File: src/rtl/line_output_scheduler_if.sv
// rtl/line_output_scheduler_if.sv - line buffer bank and video output signal bundle for the line scheduler
interface line_output_scheduler_if;
  logic        hsync_in;
  logic        vsync_in;
  logic [9:0]  line_width;
  logic        bank_empty;
  logic [23:0] bank_q;
  logic        swap_bank;
  logic        read_ack;
  logic        de;
  logic [23:0] rgb_out;
  logic        hsync_out;
  logic        vsync_out;
  logic        underrun;

  modport master (
    output hsync_in, vsync_in, line_width, bank_empty, bank_q,
    input  swap_bank, read_ack, de, rgb_out, hsync_out, vsync_out, underrun
  );

  modport slave (
    input  hsync_in, vsync_in, line_width, bank_empty, bank_q,
    output swap_bank, read_ack, de, rgb_out, hsync_out, vsync_out, underrun
  );
endinterface

File: src/rtl/line_output_scheduler.sv
// rtl/line_output_scheduler.sv - centred fixed-width line readout from the double-banked line buffer
// Optional sticky underrun flag enabled by LINE_SCHED_UNDERRUN_EN.
module line_output_scheduler #(
  parameter int OUT_WIDTH = 512,
  parameter int HS_LEAD   = 15,
  parameter int HS_OFFSET = 6
) (
  input  logic                    clk_vid,
  input  logic                    reset,
  line_output_scheduler_if.slave  bus
);
  localparam logic [9:0] OUT_W   = 10'(OUT_WIDTH);
  localparam logic [9:0] LEAD    = 10'(HS_LEAD);
  localparam logic [9:0] HS_MARK = 10'(HS_LEAD - HS_OFFSET);

  typedef enum logic [2:0] {IDLE, HS_WAIT, PAD_L, ACTIVE, PAD_R, DRAIN} state_t;

  state_t      state_q, state_d;
  logic [9:0]  cnt_q, cnt_d;
  logic [9:0]  l_q, l_d, w_q, w_d, r_q, r_d, x_q, x_d;
  logic        prev_hsync_q, prev_hsync_d;
  logic        prev_vsync_q, prev_vsync_d;
  logic        swap_bank_q, swap_bank_d;
  logic        read_ack_q, read_ack_d;
  logic        de_q, de_d;
  logic [23:0] rgb_out_q, rgb_out_d;
  logic        hsync_out_q, hsync_out_d;
  logic        vsync_out_q, vsync_out_d;
  logic        underrun_q, underrun_d;

  logic        hs_edge, vs_edge;
  logic [9:0]  w_new, pad_new;

  always_comb begin
    hs_edge      = bus.hsync_in & ~prev_hsync_q;
    vs_edge      = bus.vsync_in & ~prev_vsync_q;
    w_new        = (bus.line_width < OUT_W) ? bus.line_width : OUT_W;
    pad_new      = OUT_W - w_new;

    state_d      = state_q;
    cnt_d        = cnt_q - 10'd1;
    l_d          = l_q;
    w_d          = w_q;
    r_d          = r_q;
    x_d          = x_q;
    prev_hsync_d = bus.hsync_in;
    prev_vsync_d = bus.vsync_in;

    // cnt_q holds the cycles left in the current state, including this one
    unique case (state_q)
      IDLE: cnt_d = cnt_q;
      HS_WAIT: if (cnt_q == 10'd1) begin
        if (l_q != 10'd0)      begin state_d = PAD_L;  cnt_d = l_q; end
        else if (w_q != 10'd0) begin state_d = ACTIVE; cnt_d = w_q; end
        else                   begin state_d = PAD_R;  cnt_d = r_q; end
      end
      PAD_L: if (cnt_q == 10'd1) begin
        if (w_q != 10'd0) begin state_d = ACTIVE; cnt_d = w_q; end
        else              begin state_d = PAD_R;  cnt_d = r_q; end
      end
      ACTIVE: if (cnt_q == 10'd1) begin
        if (r_q != 10'd0)                          begin state_d = PAD_R; cnt_d = r_q; end
        else if (x_q != 10'd0 && !bus.bank_empty)  begin state_d = DRAIN; cnt_d = x_q; end
        else                                       begin state_d = IDLE;  cnt_d = 10'd0; end
      end
      PAD_R: if (cnt_q == 10'd1) begin
        if (x_q != 10'd0 && !bus.bank_empty) begin state_d = DRAIN; cnt_d = x_q; end
        else                                 begin state_d = IDLE;  cnt_d = 10'd0; end
      end
      DRAIN: if (cnt_q == 10'd1 || bus.bank_empty) begin
        state_d = IDLE;
        cnt_d   = 10'd0;
      end
      default: begin
        state_d = IDLE;
        cnt_d   = 10'd0;
      end
    endcase

    // A new hsync always wins, even over the final cycle of a line
    if (hs_edge) begin
      state_d = HS_WAIT;
      cnt_d   = LEAD;
      w_d     = w_new;
      x_d     = bus.line_width - w_new;
      l_d     = pad_new >> 1;
      r_d     = pad_new - (pad_new >> 1);
    end

    // Outputs are registered, so they are decoded from the state of the next cycle
    swap_bank_d = hs_edge;
    hsync_out_d = (state_d == HS_WAIT) && (cnt_d == HS_MARK);
    de_d        = (state_d == PAD_L) || (state_d == ACTIVE) || (state_d == PAD_R);
    read_ack_d  = ((state_d == ACTIVE) || (state_d == DRAIN)) && !bus.bank_empty;
    rgb_out_d   = ((state_d == ACTIVE) && !bus.bank_empty) ? bus.bank_q : 24'h0;
    vsync_out_d = vs_edge;
`ifdef LINE_SCHED_UNDERRUN_EN
    if ((state_d == ACTIVE) && bus.bank_empty) underrun_d = 1'b1;
    else if (vs_edge)                          underrun_d = 1'b0;
    else                                       underrun_d = underrun_q;
`else
    underrun_d = 1'b0;
`endif
  end

  always_ff @(posedge clk_vid) begin
    if (reset) begin
      state_q      <= IDLE;
      cnt_q        <= 10'd0;
      l_q          <= 10'd0;
      w_q          <= 10'd0;
      r_q          <= 10'd0;
      x_q          <= 10'd0;
      prev_hsync_q <= 1'b0;
      prev_vsync_q <= 1'b0;
      swap_bank_q  <= 1'b0;
      read_ack_q   <= 1'b0;
      de_q         <= 1'b0;
      rgb_out_q    <= 24'h0;
      hsync_out_q  <= 1'b0;
      vsync_out_q  <= 1'b0;
      underrun_q   <= 1'b0;
    end else begin
      state_q      <= state_d;
      cnt_q        <= cnt_d;
      l_q          <= l_d;
      w_q          <= w_d;
      r_q          <= r_d;
      x_q          <= x_d;
      prev_hsync_q <= prev_hsync_d;
      prev_vsync_q <= prev_vsync_d;
      swap_bank_q  <= swap_bank_d;
      read_ack_q   <= read_ack_d;
      de_q         <= de_d;
      rgb_out_q    <= rgb_out_d;
      hsync_out_q  <= hsync_out_d;
      vsync_out_q  <= vsync_out_d;
      underrun_q   <= underrun_d;
    end
  end

  assign bus.swap_bank = swap_bank_q;
  assign bus.read_ack  = read_ack_q;
  assign bus.de        = de_q;
  assign bus.rgb_out   = rgb_out_q;
  assign bus.hsync_out = hsync_out_q;
  assign bus.vsync_out = vsync_out_q;
  assign bus.underrun  = underrun_q;
endmodule

File: src/flat_wrapper.sv
// flat-port wrapper written by rule: the top's interface ports become plain ports
module line_output_scheduler_flat 
#(
  parameter int OUT_WIDTH = 512,
  parameter int HS_LEAD   = 15,
  parameter int HS_OFFSET = 6
)
  (clk_vid, reset, bus_hsync_in, bus_vsync_in, bus_line_width, bus_bank_empty, bus_bank_q, bus_swap_bank, bus_read_ack, bus_de, bus_rgb_out, bus_hsync_out, bus_vsync_out, bus_underrun);
  line_output_scheduler_if bus_i ();
  input  logic clk_vid;
  input  logic reset;
  input wire logic [$bits(bus_i.hsync_in)-1:0] bus_hsync_in;
  input wire logic [$bits(bus_i.vsync_in)-1:0] bus_vsync_in;
  input wire logic [$bits(bus_i.line_width)-1:0] bus_line_width;
  input wire logic [$bits(bus_i.bank_empty)-1:0] bus_bank_empty;
  input wire logic [$bits(bus_i.bank_q)-1:0] bus_bank_q;
  output wire logic [$bits(bus_i.swap_bank)-1:0] bus_swap_bank;
  output wire logic [$bits(bus_i.read_ack)-1:0] bus_read_ack;
  output wire logic [$bits(bus_i.de)-1:0] bus_de;
  output wire logic [$bits(bus_i.rgb_out)-1:0] bus_rgb_out;
  output wire logic [$bits(bus_i.hsync_out)-1:0] bus_hsync_out;
  output wire logic [$bits(bus_i.vsync_out)-1:0] bus_vsync_out;
  output wire logic [$bits(bus_i.underrun)-1:0] bus_underrun;
  assign bus_i.hsync_in = bus_hsync_in;
  assign bus_i.vsync_in = bus_vsync_in;
  assign bus_i.line_width = bus_line_width;
  assign bus_i.bank_empty = bus_bank_empty;
  assign bus_i.bank_q = bus_bank_q;
  assign bus_swap_bank = bus_i.swap_bank;
  assign bus_read_ack = bus_i.read_ack;
  assign bus_de = bus_i.de;
  assign bus_rgb_out = bus_i.rgb_out;
  assign bus_hsync_out = bus_i.hsync_out;
  assign bus_vsync_out = bus_i.vsync_out;
  assign bus_underrun = bus_i.underrun;
  line_output_scheduler #(.OUT_WIDTH(OUT_WIDTH), .HS_LEAD(HS_LEAD), .HS_OFFSET(HS_OFFSET)) u_core (.clk_vid(clk_vid), .reset(reset), .bus(bus_i));
endmodule
File: config.mk
export PLATFORM = sky130hd
export DESIGN_NAME = line_output_scheduler_flat
export DESIGN_NICKNAME = d
export VERILOG_FILES = /design/src/rtl/line_output_scheduler_if.sv /design/src/rtl/line_output_scheduler.sv /design/src/flat_wrapper.sv
export SDC_FILE = /design/constraint.sdc
export NUM_CORES = 1
export LEC_CHECK = 0
export BUFFER_PORTS_ARGS = -buffer_cell sky130_fd_sc_hd__buf_2
export CORE_MARGIN = 2
export CORE_UTILIZATION = 49
export DETAILED_ROUTE_END_ITERATION = 10
export GPL_TIMING_DRIVEN = 0
export PLACE_DENSITY = 0.74
export SETUP_SLACK_MARGIN = 0.5
export SYNTH_ARGS = -nofsm -noshare
export SYNTH_HDL_FRONTEND = slang
export SYNTH_SLANG_ARGS = --single-unit
File: constraint.sdc
create_clock -name clk_vid -period 3.3 [get_ports clk_vid]
set_clock_uncertainty 0.1 [all_clocks]
set_input_delay 0.165 -clock clk_vid [delete_from_list [all_inputs] [get_ports clk_vid]]
set_output_delay 0.165 -clock clk_vid [all_outputs]
set_load 0.03 [all_outputs]
==> results.json, run 1 <==
{
  "run_status": "finished, violations left",
  "violations": "negative setup slack",
  "synth_to_layout_area_growth_pct": 36.5,
  "first_global_vias": 4845,
  "floorplan.rows": 35,
  "io_pins": 69,
  "report.final.setup_viol": 2,
  "synth_top_area_frac": 0.355,
  "timing.max_slew.rel_slack": 0.478,
  "setup.worst_path.start_class": "register",
  "timing.final.crit_period_ns": 3.42,
  "drt.antenna.violating_nets": 0,
  "core_area_sq_um": 9200,
  "power_leakage_uw": 0.00258,
  "drt_wl_total_um": 17500,
  "initial_antenna_violation_count": 0,
  "detailedRoute.firstPassIterationCount": 5,
  "grt_pass1_wl_um": 26300,
  "mapped_cell_area_sq_um": 4630,
  "gr-total-overflow": 0,
  "timing.hold.worst.class": "input pin to register",
  "layout.cells.most_common": "sky130_fd_sc_hd__dfxtp_1",
  "die_w_um": 101,
  "worst-endpoint-required_ns": 3.48,
  "cts_htree_levels": 3,
  "multi_input_comb_area_sq_um": 3060,
  "crit-reg2reg-capture": "u_core.cnt_q[7]",
  "number_of_synthesis_warnings": 0,
  "dpl.hpwl_um": 12000,
  "synthesis.area_per_instance_sq_um": 7.72,
  "dieHeight_um": 101,
  "synthesis.instances": 600,
  "groute.usage.overall": 0.339,
  "final-seq-area_sq_um": 1650,
  "crit_type": "register to register",
  "avgViaCountPerCell": 6.15,
  "clock_sinks": 82,
  "die-area_sq_um": 10200,
  "ir_drop_v": 0.000250,
  "critPathLaunch": "u_core.cnt_q[1]",
  "worst_setup_path_endpoint": "u_core.cnt_q[7]",
  "fill_count": 734,
  "synthDominantAreaCellType": "sky130_fd_sc_hd__dfxtp_1",
  "crit_arrival_ns": 3.60,
  "endpoint_kind": "register",
  "layout.nets": 788,
  "synth_seq_area_share": 0.355,
  "worstPathMaxFanout": 2,
  "launch_point_of_the_worst_reg_to_reg_path": "u_core.cnt_q[1]",
  "dpl_worst_slack_ns": -0.183,
  "final_layout_size_suffix_gt1_frac": 0.265,
  "worstMarginPinSlew_ns": 0.783,
  "fmaxAchievable_mhz": 292,
  "cts-root-buf": "sky130_fd_sc_hd__clkbuf_8",
  "synth_enable_flop_cells": 0,
  "clk_transition_reported_paths_ns": 0.10,
  "synth.area.top_cells": "sky130_fd_sc_hd__dfxtp_1 35%, sky130_fd_sc_hd__a21oi_1 7.2%, sky130_fd_sc_hd__nand2_1 4.8%, sky130_fd_sc_hd__and2_1 4.1%, sky130_fd_sc_hd__nor2_1 4.0%",
  "gpl.final_weighted_congestion": 0.958,
  "insertedDiodeCount": 0,
  "routedWlPerCell_um": 20.5,
  "vias": 5235,
  "clock_tree.buffer_depth": 2,
  "drt_drc_violations_left": 0,
  "finalPower_uw": 2910,
  "power_density_nw_per_um2": 461,
  "rr_worst_depth": 12,
  "floorplan.initialDensity": 0.503,
  "timing.reg2reg.setup_slack_ns": -0.12,
  "most-common-layout-cells": "77 x sky130_fd_sc_hd__dfxtp_1, 65 x sky130_fd_sc_hd__buf_2, 64 x sky130_fd_sc_hd__a21oi_1",
  "final-max-slew-violation-count": 0,
  "ys.flop_type": "sky130_fd_sc_hd__dfxtp_1",
  "report.final.hold_viol_count": 0,
  "min_period_over_period": 1.04,
  "cts_buffers": 9,
  "synthDistinctLibCells": 67,
  "timing.final.ws_setup_ns": -0.124,
  "worstSkewPairLatency_ns": 0.37,
  "port_buffers": 65,
  "first_iteration_detailed_routing_drc_count": 526,
  "maxCapViolations": 0,
  "grt_max_degree": 16,
  "post_syn_nets": 653,
  "rsz_0062_raised_after_global_routing": "true",
  "asyncSetResetFlopFracSynth": 0,
  "final.setup.tns_ns": -0.228,
  "cts_tree": "yes",
  "number_of_flip_flops_and_latches_in_the_synthesized_netlist": 82
}
critical path, cell delays in order, from the launching register on:
cell and delay (ns):
sky130_fd_sc_hd__dfxtp_2 0.34, sky130_fd_sc_hd__inv_2 0.08, sky130_fd_sc_hd__ha_4 0.11, sky130_fd_sc_hd__or4b_4 0.45, sky130_fd_sc_hd__buf_6 0.13, sky130_fd_sc_hd__or3_4 0.38
sky130_fd_sc_hd__buf_6 0.13, sky130_fd_sc_hd__a311o_1 0.26, sky130_fd_sc_hd__a222oi_1 0.67, sky130_fd_sc_hd__a31oi_2 0.24, sky130_fd_sc_hd__buf_4 0.19, sky130_fd_sc_hd__buf_6 0.10
sky130_fd_sc_hd__and2_4 0.14
stage by stage:
| stage | instance area [sq um] | util | hold WS [ns] | instances |
|---|---|---|---|---|
| 5_1_grt | 6320 | 0.687 | 0.0473 | 851 |
| 3_5_place_dp | 5200 | 0.566 | 0.269 | 776 |
| 4_1_cts | 5960 | 0.648 | 0.0320 | 831 |
| 6_report | 6320 | 0.687 | 0.0465 | 851 |
| 3_3_place_gp | 5200 | 0.566 | 0.265 | 776 |
| 2_1_floorplan | 4740 | - | 0.161 | 600 |
cell usage after synthesis, drive strengths merged (3+ instances only):
| library cell | number |
|---|---|
| nor2 | 49 |
| and2 | 30 |
| o31ai | 5 |
| buf | 11 |
| or3 | 3 |
| a211oi | 11 |
| nand2b | 11 |
| or4 | 6 |
| nor3b | 8 |
| a21o | 5 |
| nor4 | 18 |
| o21a | 3 |
| o21ai | 35 |
| nand2 | 59 |
| o31a | 3 |
| xor2 | 4 |
| a31oi | 9 |
| o211ai | 4 |
| xnor2 | 4 |
| nand3b | 5 |
| a21oi | 67 |
| a2111oi | 3 |
| inv | 23 |
| o22ai | 3 |
| dfxtp | 82 |
| clkbuf | 33 |
| and3 | 5 |
| nor2b | 13 |
| a311oi | 4 |
| ha | 14 |
| nor3 | 18 |
| nand3 | 14 |
logic make-up (layout without fill, tap and decap cells):
logic type | after synthesis | count (layout) | synth area share
and+or+nand+nor | 251 | 251 | 0.288
AOI/OAI and AO/OA | 173 | 173 | 0.234
DFF | 82 | 82 | 0.355
buffers and inverters | 67 | 207 | 0.0614
adders and majority gates | 14 | 14 | 0.0378
xor gates and xnor gates | 8 | 8 | 0.0151
muxes | 3 | 3 | 0.00703
other | 2 | 2 | 0.00162
per-layer routing:
layer  share of wire  vias up  GRT usage
met3           0.084       86     0.0759
met1            0.39     2424      0.424
met4           0.054        0      0.191
met5               0        -          0
li1                -     2418          -
met2            0.47      307      0.542
power by group:
group          internal [uW]  switching (uW)
Sequential              1040            66.3
Combinational            409             522
Clock                    458             415
layout make-up:
class                           count  area share
Sequential cell                    82       0.262
Tap cell                          111      0.0220
Clock inverter                      6      0.0153
Buffer                             44      0.0444
Clock buffer                       10      0.0218
Inverter                           23      0.0137
Multi-Input combinational cell    451       0.484
Timing Repair Buffer              124       0.137
how the worst min path moves through the flow:
stage,from,end,slack (ns),depth (start not counted)
after CTS,reset,u_core.state_q[0],0.03,3
after floorplan,reset,u_core.state_q[0],0.16,1
after detailed placement,bus_bank_q[23],u_core.bus.rgb_out[23],0.27,2
final,reset,u_core.state_q[0],0.05,3
after global placement,bus_bank_q[0],u_core.bus.rgb_out[0],0.26,2
after global routing,bus_line_width[7],u_core.x_q[7],0.05,3
repair_timing:
item                                   CTS  global route
pin swaps                               14            23
gates cloned                             0             1
resized for setup                       40            50
buffers inserted                        13            19
setup endpoints to repair               36            38
endpoints found under the hold margin   26             0
hold buffers                            26             0
state kept, by name, summed over array words and instances (netlist names), 3 cells and up:
register	count
u_core.state_q	3
u_core.bus.rgb_out	24
u_core.r_q	10
u_core.w_q	9
u_core.cnt_q	10
u_core.x_q	10
u_core.l_q	9
Power figures use the tool's default switching activity.
==> run 2, diff against run 1 <==
--- a/config.mk
+++ b/config.mk
@@ -6,12 +6,13 @@
 export NUM_CORES = 1
 export LEC_CHECK = 0
 export BUFFER_PORTS_ARGS = -buffer_cell sky130_fd_sc_hd__buf_2
-export CORE_MARGIN = 2
+export CORE_MARGIN = 3
 export CORE_UTILIZATION = 49
 export DETAILED_ROUTE_END_ITERATION = 10
 export GPL_TIMING_DRIVEN = 0
 export PLACE_DENSITY = 0.74
 export SETUP_SLACK_MARGIN = 0.5
+export SLEW_MARGIN = 20
 export SYNTH_ARGS = -nofsm -noshare
 export SYNTH_HDL_FRONTEND = slang
 export SYNTH_SLANG_ARGS = --single-unit
==> run 2 against run 1 <==
Effect of this change: sequential power is essentially flat; via count shrank 0.17%; sequential cell count is the same; non-clock buffer count shrank 3; final cell count shrank 0.59%; the flow now finishes without violations; highest routed layer unchanged.
==> results.json, run 2 (synthesis results as in run 1) <==
{
  "run_status": "finished clean",
  "fraction_of_power_spent_switching_nets": 0.355,
  "layout.cells.most_common": "sky130_fd_sc_hd__dfxtp_1",
  "drt_wl_total_um": 17200,
  "clock_sinks": 82,
  "core_area_sq_um": 8930,
  "timing.hold.worst.class": "input pin to register",
  "critPathLaunch": "u_core.cnt_q[1]",
  "worst-endpoint-required_ns": 3.48,
  "final-max-slew-violation-count": 0,
  "first_global_vias": 4840,
  "grt_pass1_wl_um": 26400,
  "min_period_over_period": 0.968,
  "timing.reg2reg.setup_slack_ns": 0.11,
  "most-common-layout-cells": "80 x sky130_fd_sc_hd__dfxtp_1, 66 x sky130_fd_sc_hd__buf_2, 62 x sky130_fd_sc_hd__a21oi_1",
  "cts_buffers": 9,
  "worstSkewPairLatency_ns": 0.36,
  "gr-total-overflow": 0,
  "report.final.setup_viol": 0,
  "power.clock.fraction": 0.280,
  "initial_antenna_violation_count": 0,
  "worstPathMaxFanout": 5,
  "drt.antenna.violating_nets": 0,
  "largest_register_ffs": 24,
  "gpl.final_weighted_congestion": 0.981,
  "share_of_power_burned_in_registers": 0.398,
  "timing.critical_path.buf_inv": 3,
  "worst_path_largest_cell_delay_ns": 0.45,
  "cts-root-buf": "sky130_fd_sc_hd__clkbuf_8",
  "timing.final.crit_period_ns": 3.19,
  "ir_drop_v": 0.000259,
  "routedWlPerCell_um": 20.4,
  "crit_type": "register to register",
  "path_cells": "inv_2 > ha_4 > or4b_4 > buf_6 > or3_4 > buf_4 > nor3_1 > o21ai_1 > o31a_1 > or3_1 > nor4_2",
  "synth_to_layout_area_growth_pct": 32.3,
  "first_iteration_detailed_routing_drc_count": 453,
  "groute.usage.overall": 0.325,
  "dpl.hpwl_um": 12000,
  "floorplan.initialDensity": 0.518,
  "drt_drc_violations_left": 0,
  "endpoint_kind": "register",
  "detailedRoute.firstPassIterationCount": 7,
  "clk_transition_reported_paths_ns": 0.10,
  "final_layout_size_suffix_gt1_frac": 0.242,
  "launch_point_of_the_worst_reg_to_reg_path": "u_core.cnt_q[1]",
  "clock_tree.buffer_depth": 2,
  "maxCapViolations": 0,
  "switching_pwr_uw": 988,
  "dpl_cell_area_sq_um": 5200,
  "fmaxAchievable_mhz": 313,
  "cp_slowest_cell": "sky130_fd_sc_hd__or4b_4",
  "hold_path_startpoint": "bus_line_width[7]",
  "port_buffers": 65,
  "cpLargestDelayFamily": "simple AND/OR/NAND/NOR gates",
  "die_w_um": 103,
  "grt_max_degree": 16,
  "worstMarginPinSlew_ns": 0.998,
  "floorplan.rows": 34,
  "rsz_0062_raised_after_global_routing": "true",
  "final.setup.tns_ns": 0,
  "cts_tree": "yes",
  "final_area_sq_um": 6120,
  "timing.max_slew.rel_slack": 0.333,
  "crit_arrival_ns": 3.38,
  "vias": 5226,
  "dieHeight_um": 103,
  "power_density_nw_per_um2": 454,
  "power_leakage_uw": 0.00252,
  "layout.nets": 785,
  "internal_power_uw": 1790,
  "power_frac_comb": 0.322,
  "cts_htree_levels": 3,
  "setup.worst_path.start_class": "register",
  "avgViaCountPerCell": 6.18,
  "die-area_sq_um": 10700,
  "report.final.hold_viol_count": 0,
  "io_pins": 69
}
==> run 2: path summary, 6_finish.rpt <==
kind	endpoint	cells after the start
worst max-delay path	u_core.bus.hsync_out	11
worst min-delay path	u_core.x_q[7]	3
worst max register to register	u_core.bus.hsync_out	11
worst min register to register	u_core.bus.vsync_out	1
==> run 2: area by class of cell <==
class / instances / area (sq um)
antenna: 1 / 2.50
multi-input combinational: 451 / 2990
sequential: 82 / 1650
tap: 108 / 135
inverter: 23 / 86.3
fill: 725 / 2810
buffer: 44 / 245
timing repair buffer: 121 / 821
clock buffer: 10 / 128
clock inverter: 6 / 73.8
==> run 2: per-stage QoR <==
step / util / setup WS (ns) / hold slack, ns / instances / power [uW]
5_1_grt: 0.685 / 0.0458 / 0.0526 / 845 / 2900
6_report: 0.686 / 0.106 / 0.0533 / 846 / 2780
2_1_floorplan: - / 0.505 / 0.161 / 600 / 1610
3_3_place_gp: 0.582 / -0.0431 / 0.264 / 773 / 1800
3_5_place_dp: 0.582 / -0.0251 / 0.269 / 773 / 1820
4_1_cts: 0.665 / 0.0983 / 0.0267 / 837 / 2690
==> run 2: power groups by stage <==
stage / sequential [uW] / combinational, uW / clock [uW]
after floorplan: 1100 / 507 / 0
after global placement: 1120 / 679 / 0
after detailed placement: 1120 / 693 / 0
after CTS: 1100 / 810 / 782
after global routing: 1110 / 968 / 819
final: 1110 / 894 / 778
==> run 2: routing by layer <==
metal / vias to the layer above / share of wire / GRT usage
li1: 2424 / - / -
met1: 2472 / 0.40 / 0.427
met2: 267 / 0.48 / 0.527
met3: 63 / 0.076 / 0.0490
met4: 0 / 0.042 / 0.152
met5: - / 0 / 0
==> run 2: worst register-to-register path, stage by stage (launching register included) <==
cell                      delay [ns]
sky130_fd_sc_hd__dfxtp_2        0.34
sky130_fd_sc_hd__inv_2          0.07
sky130_fd_sc_hd__ha_4           0.12
sky130_fd_sc_hd__or4b_4         0.45
sky130_fd_sc_hd__buf_6          0.15
sky130_fd_sc_hd__or3_4          0.39
sky130_fd_sc_hd__buf_4          0.16
sky130_fd_sc_hd__nor3_1         0.20
sky130_fd_sc_hd__o21ai_1        0.17
sky130_fd_sc_hd__o31a_1         0.33
sky130_fd_sc_hd__or3_1          0.40
sky130_fd_sc_hd__nor4_2         0.25
==> run 2: what timing repair did <==
item | 4_1_cts | 5_1_grt
endpoints found under the hold margin | 27 | 0
pin swaps | 13 | 24
gates resized for setup | 27 | 31
hold buffers | 27 | 0
setup endpoints to repair | 35 | 39
buffers inserted | 21 | 8
==> run 3, diff against run 2 <==
--- a/config.mk
+++ b/config.mk
@@ -5,12 +5,13 @@
 export SDC_FILE = /design/constraint.sdc
 export NUM_CORES = 1
 export LEC_CHECK = 0
+export ABC_AREA = 1
 export BUFFER_PORTS_ARGS = -buffer_cell sky130_fd_sc_hd__buf_2
 export CORE_MARGIN = 3
 export CORE_UTILIZATION = 49
 export DETAILED_ROUTE_END_ITERATION = 10
 export GPL_TIMING_DRIVEN = 0
-export PLACE_DENSITY = 0.74
+export PLACE_DENSITY = 0.73
 export SETUP_SLACK_MARGIN = 0.5
 export SLEW_MARGIN = 20
 export SYNTH_ARGS = -nofsm -noshare
==> constraint.sdc (replaced) <==
create_clock -name clk_vid -period 3.3 [get_ports clk_vid]
set_clock_uncertainty 0.1 [all_clocks]
set_input_delay 0.33 -clock clk_vid [delete_from_list [all_inputs] [get_ports clk_vid]]
set_output_delay 0.33 -clock clk_vid [all_outputs]
set_load 0.03 [all_outputs]
==> run 3 against run 2 <==
Effect of this change: sequential power about the same; highest routed layer unchanged; core utilization decreased by 8.4 points; first-iteration DRC count increased by 29%; final cell count increased by 20%; synthesized cell count increased by 32%; largest cell class unchanged.
==> results.json, run 3 <==
{
  "yosysMostFrequentCell": "sky130_fd_sc_hd__nand2_1",
  "post_syn_nets": 847,
  "worstPathMaxFanout": 9,
  "report.final.hold_viol_count": 0,
  "core_area_sq_um": 9820,
  "gpl.final_weighted_congestion": 1.01,
  "io_pins": 69,
  "clk_transition_reported_paths_ns": 0.10,
  "synth_to_layout_area_growth_pct": 19.0,
  "ys.flop_type": "sky130_fd_sc_hd__dfxtp_1",
  "grt_pass1_wl_um": 25200,
  "final.setup.tns_ns": 0,
  "floorplan.initialDensity": 0.505,
  "yosys-top-cells-count": "174 x sky130_fd_sc_hd__nand2_1, 137 x sky130_fd_sc_hd__inv_1, 119 x sky130_fd_sc_hd__nor2_1, 82 x sky130_fd_sc_hd__dfxtp_1, 71 x sky130_fd_sc_hd__nand3_1",
  "post_cts_hold_buffer_count": 0,
  "rsz_0062_raised_after_global_routing": "true",
  "cts-root-buf": "sky130_fd_sc_hd__clkbuf_8",
  "asyncSetResetFlopFracSynth": 0,
  "avgViaCountPerCell": 5.26,
  "timing.final.crit_period_ns": 2.66,
  "drt_wl_total_um": 15900,
  "final_layout_size_suffix_gt1_frac": 0.177,
  "layout.nets": 933,
  "timing.reg2reg.setup_slack_ns": 0.83,
  "grt_max_degree": 17,
  "dpl_worst_slack_ns": 0.0408,
  "power_leakage_uw": 0.00311,
  "synthesis.area_per_instance_sq_um": 6.25,
  "holdWs_ns": 0.0545,
  "dieHeight_um": 107,
  "synth.area.top_cells": "sky130_fd_sc_hd__dfxtp_1 33%, sky130_fd_sc_hd__nand2_1 13%, sky130_fd_sc_hd__inv_1 10%, sky130_fd_sc_hd__nor2_1 9.0%, sky130_fd_sc_hd__nand3_1 7.2%",
  "number_of_flip_flops_and_latches_in_the_synthesized_netlist": 82,
  "crit-reg2reg-capture": "u_core.bus.hsync_out",
  "initial_antenna_violation_count": 0,
  "ir_drop_v": 0.000324,
  "power_density_nw_per_um2": 502,
  "drt_drc_violations_left": 0,
  "maxCapViolations": 0,
  "synthesis.instances": 794,
  "layout.cells.most_common": "sky130_fd_sc_hd__nand2_1",
  "insertedDiodeCount": 0,
  "path_cells": "buf_6 > buf_8 > nor2_2 > inv_2 > ha_2 > nand2_1 > nor2_2 > nand3_2 > nand3b_1 > xnor2_2 > ha_4 > buf_4 > a211oi_4 > nand2_1 > a21o_1 > nand2_1 > nand2_1 > a31oi_1",
  "gr-total-overflow": 0,
  "largest_register_ffs": 24,
  "setup.worst_path.start_class": "input pin",
  "timing.final.ws_setup_ns": 0.635,
  "fill_count": 993,
  "first_global_vias": 5060,
  "critPathMostFrequentCell": "sky130_fd_sc_hd__nand2_1",
  "synthDominantAreaCellType": "sky130_fd_sc_hd__dfxtp_1",
  "crit_arrival_ns": 2.86,
  "synth_enable_flop_cells": 0,
  "cp_slowest_cell": "sky130_fd_sc_hd__xnor2_2",
  "timing.critical_path.buf_inv": 4,
  "die-area_sq_um": 11400,
  "synth_top_area_frac": 0.331,
  "cp_num_cells": 18,
  "worst-endpoint-required_ns": 3.50,
  "floorplan.rows": 36,
  "first_iteration_detailed_routing_drc_count": 585,
  "cts_buffers": 9,
  "rr_worst_depth": 19,
  "final-max-slew-violation-count": 0,
  "min_period_over_period": 0.808,
  "run_status": "finished clean",
  "clock_tree.buffer_depth": 2,
  "routedWlPerCell_um": 15.6,
  "mapped_cell_area_sq_um": 4960,
  "die_w_um": 107,
  "launch_point_of_the_worst_reg_to_reg_path": "u_core.cnt_q[1]",
  "fmaxAchievable_mhz": 375,
  "endpoint_kind": "register",
  "drt.antenna.violating_nets": 0,
  "vias": 5356,
  "cpLargestDelayFamily": "simple AND/OR/NAND/NOR gates",
  "report.final.setup_viol": 0,
  "groute.usage.overall": 0.282,
  "synth_seq_area_share": 0.331,
  "detailedRoute.firstPassIterationCount": 8,
  "synthDistinctLibCells": 38,
  "dpl.hpwl_um": 12000,
  "port_buffers": 66,
  "cts_tree": "yes",
  "most-common-layout-cells": "171 x sky130_fd_sc_hd__nand2_1, 134 x sky130_fd_sc_hd__inv_1, 113 x sky130_fd_sc_hd__nor2_1",
  "critPathLaunch": "bus_line_width[9]",
  "worstMarginPinSlew_ns": 0.695,
  "crit_type": "input pin to register",
  "number_of_synthesis_warnings": 0,
  "clock_sinks": 82,
  "cts_htree_levels": 3,
  "timing.max_slew.rel_slack": 0.537,
  "worst_setup_path_endpoint": "u_core.r_q[9]",
  "timing.hold.worst.class": "input pin to register",
  "worst_path_largest_cell_delay_ns": 0.31,
  "worstSkewPairLatency_ns": 0.37
}
[run 3: cell type report]
type,count,area [sq um],share of cell area
multi-input combinational,543,2740,0.465
sequential,82,1640,0.278
timing repair buffer,75,398,0.0674
tap,133,166,0.0282
clock inverter,7,130,0.0220
inverter,144,543,0.0920
buffer,25,159,0.0269
clock buffer,9,124,0.0210
[run 3: how the worst min path moves through the flow]
stage	from	depth (start not counted)	end	slack (ns)
3_5_place_dp	u_core.prev_vsync_q	1	u_core.bus.vsync_out	0.29
3_3_place_gp	u_core.prev_vsync_q	1	u_core.bus.vsync_out	0.28
5_1_grt	bus_bank_q[17]	3	u_core.bus.rgb_out[17]	0.05
2_1_floorplan	u_core.prev_vsync_q	1	u_core.bus.vsync_out	0.27
4_1_cts	bus_bank_q[18]	3	u_core.bus.rgb_out[18]	0.04
6_report	bus_bank_q[18]	3	u_core.bus.rgb_out[18]	0.05
[run 3: metal layers]
layer	vias up	global-route usage	routed length [um]
met1	2413	0.381	6530
li1	2636	-	-
met2	271	0.446	7330
met4	0	0.114	451
met3	36	0.0530	1550
met5	-	0	0
[run 3: repair_timing]
action,in CTS,in global routing
endpoints found under the setup margin,1,4
gates resized for setup,2,21
buffers inserted,0,9
pin swaps,0,7
[run 3: kinds of logic (layout without fill, tap and decap cells)]
logic type	count (synthesis)	in the layout	synth area share
AND/OR/NAND/NOR	407	407	0.354
buffers and inverters	169	260	0.138
AO/OA/AOI/OAI	106	106	0.115
flip-flops	82	82	0.331
adder cells (fa/ha/maj)	14	14	0.0353
XOR/XNOR	14	14	0.0247
other	2	2	0.00151
[run 3: metrics by stage]
| step | util | power [uW] | std cells | instance area, sq um |
|---|---|---|---|---|
| 2_1_floorplan | - | 1740 | 794 | 4990 |
| 3_3_place_gp | 0.559 | 1960 | 993 | 5490 |
| 3_5_place_dp | 0.559 | 1980 | 993 | 5490 |
| 4_1_cts | 0.587 | 2920 | 1009 | 5760 |
| 5_1_grt | 0.601 | 3130 | 1018 | 5900 |
| 6_report | 0.601 | 2960 | 1018 | 5900 |
[run 3: report_power, final]
part	internal, uW	leakage, uW	total (uW)	switching (uW)
clock network	519	0.000128	944	425
registers	1050	0.000671	1110	58.5
logic	310	0.00231	910	600
total	1880	0.00311	2960	1080
[run 3: worst reg2reg max path, stage by stage (launching register included)]
cell and delay, ns:
sky130_fd_sc_hd__dfxtp_1 0.31, sky130_fd_sc_hd__inv_1 0.14, sky130_fd_sc_hd__ha_1 0.17, sky130_fd_sc_hd__inv_1 0.04, sky130_fd_sc_hd__nor2_1 0.10, sky130_fd_sc_hd__nand3_2 0.13
sky130_fd_sc_hd__nor2_8 0.23, sky130_fd_sc_hd__buf_6 0.19, sky130_fd_sc_hd__nand3_1 0.15, sky130_fd_sc_hd__nand2_1 0.09, sky130_fd_sc_hd__nand2_1 0.05, sky130_fd_sc_hd__nand3_1 0.08
sky130_fd_sc_hd__nand2_1 0.06, sky130_fd_sc_hd__inv_1 0.05, sky130_fd_sc_hd__nand2_1 0.05, sky130_fd_sc_hd__nand2_1 0.08, sky130_fd_sc_hd__nand2_1 0.09, sky130_fd_sc_hd__nor2_1 0.15
sky130_fd_sc_hd__nand2_1 0.08, sky130_fd_sc_hd__nor2_1 0.08
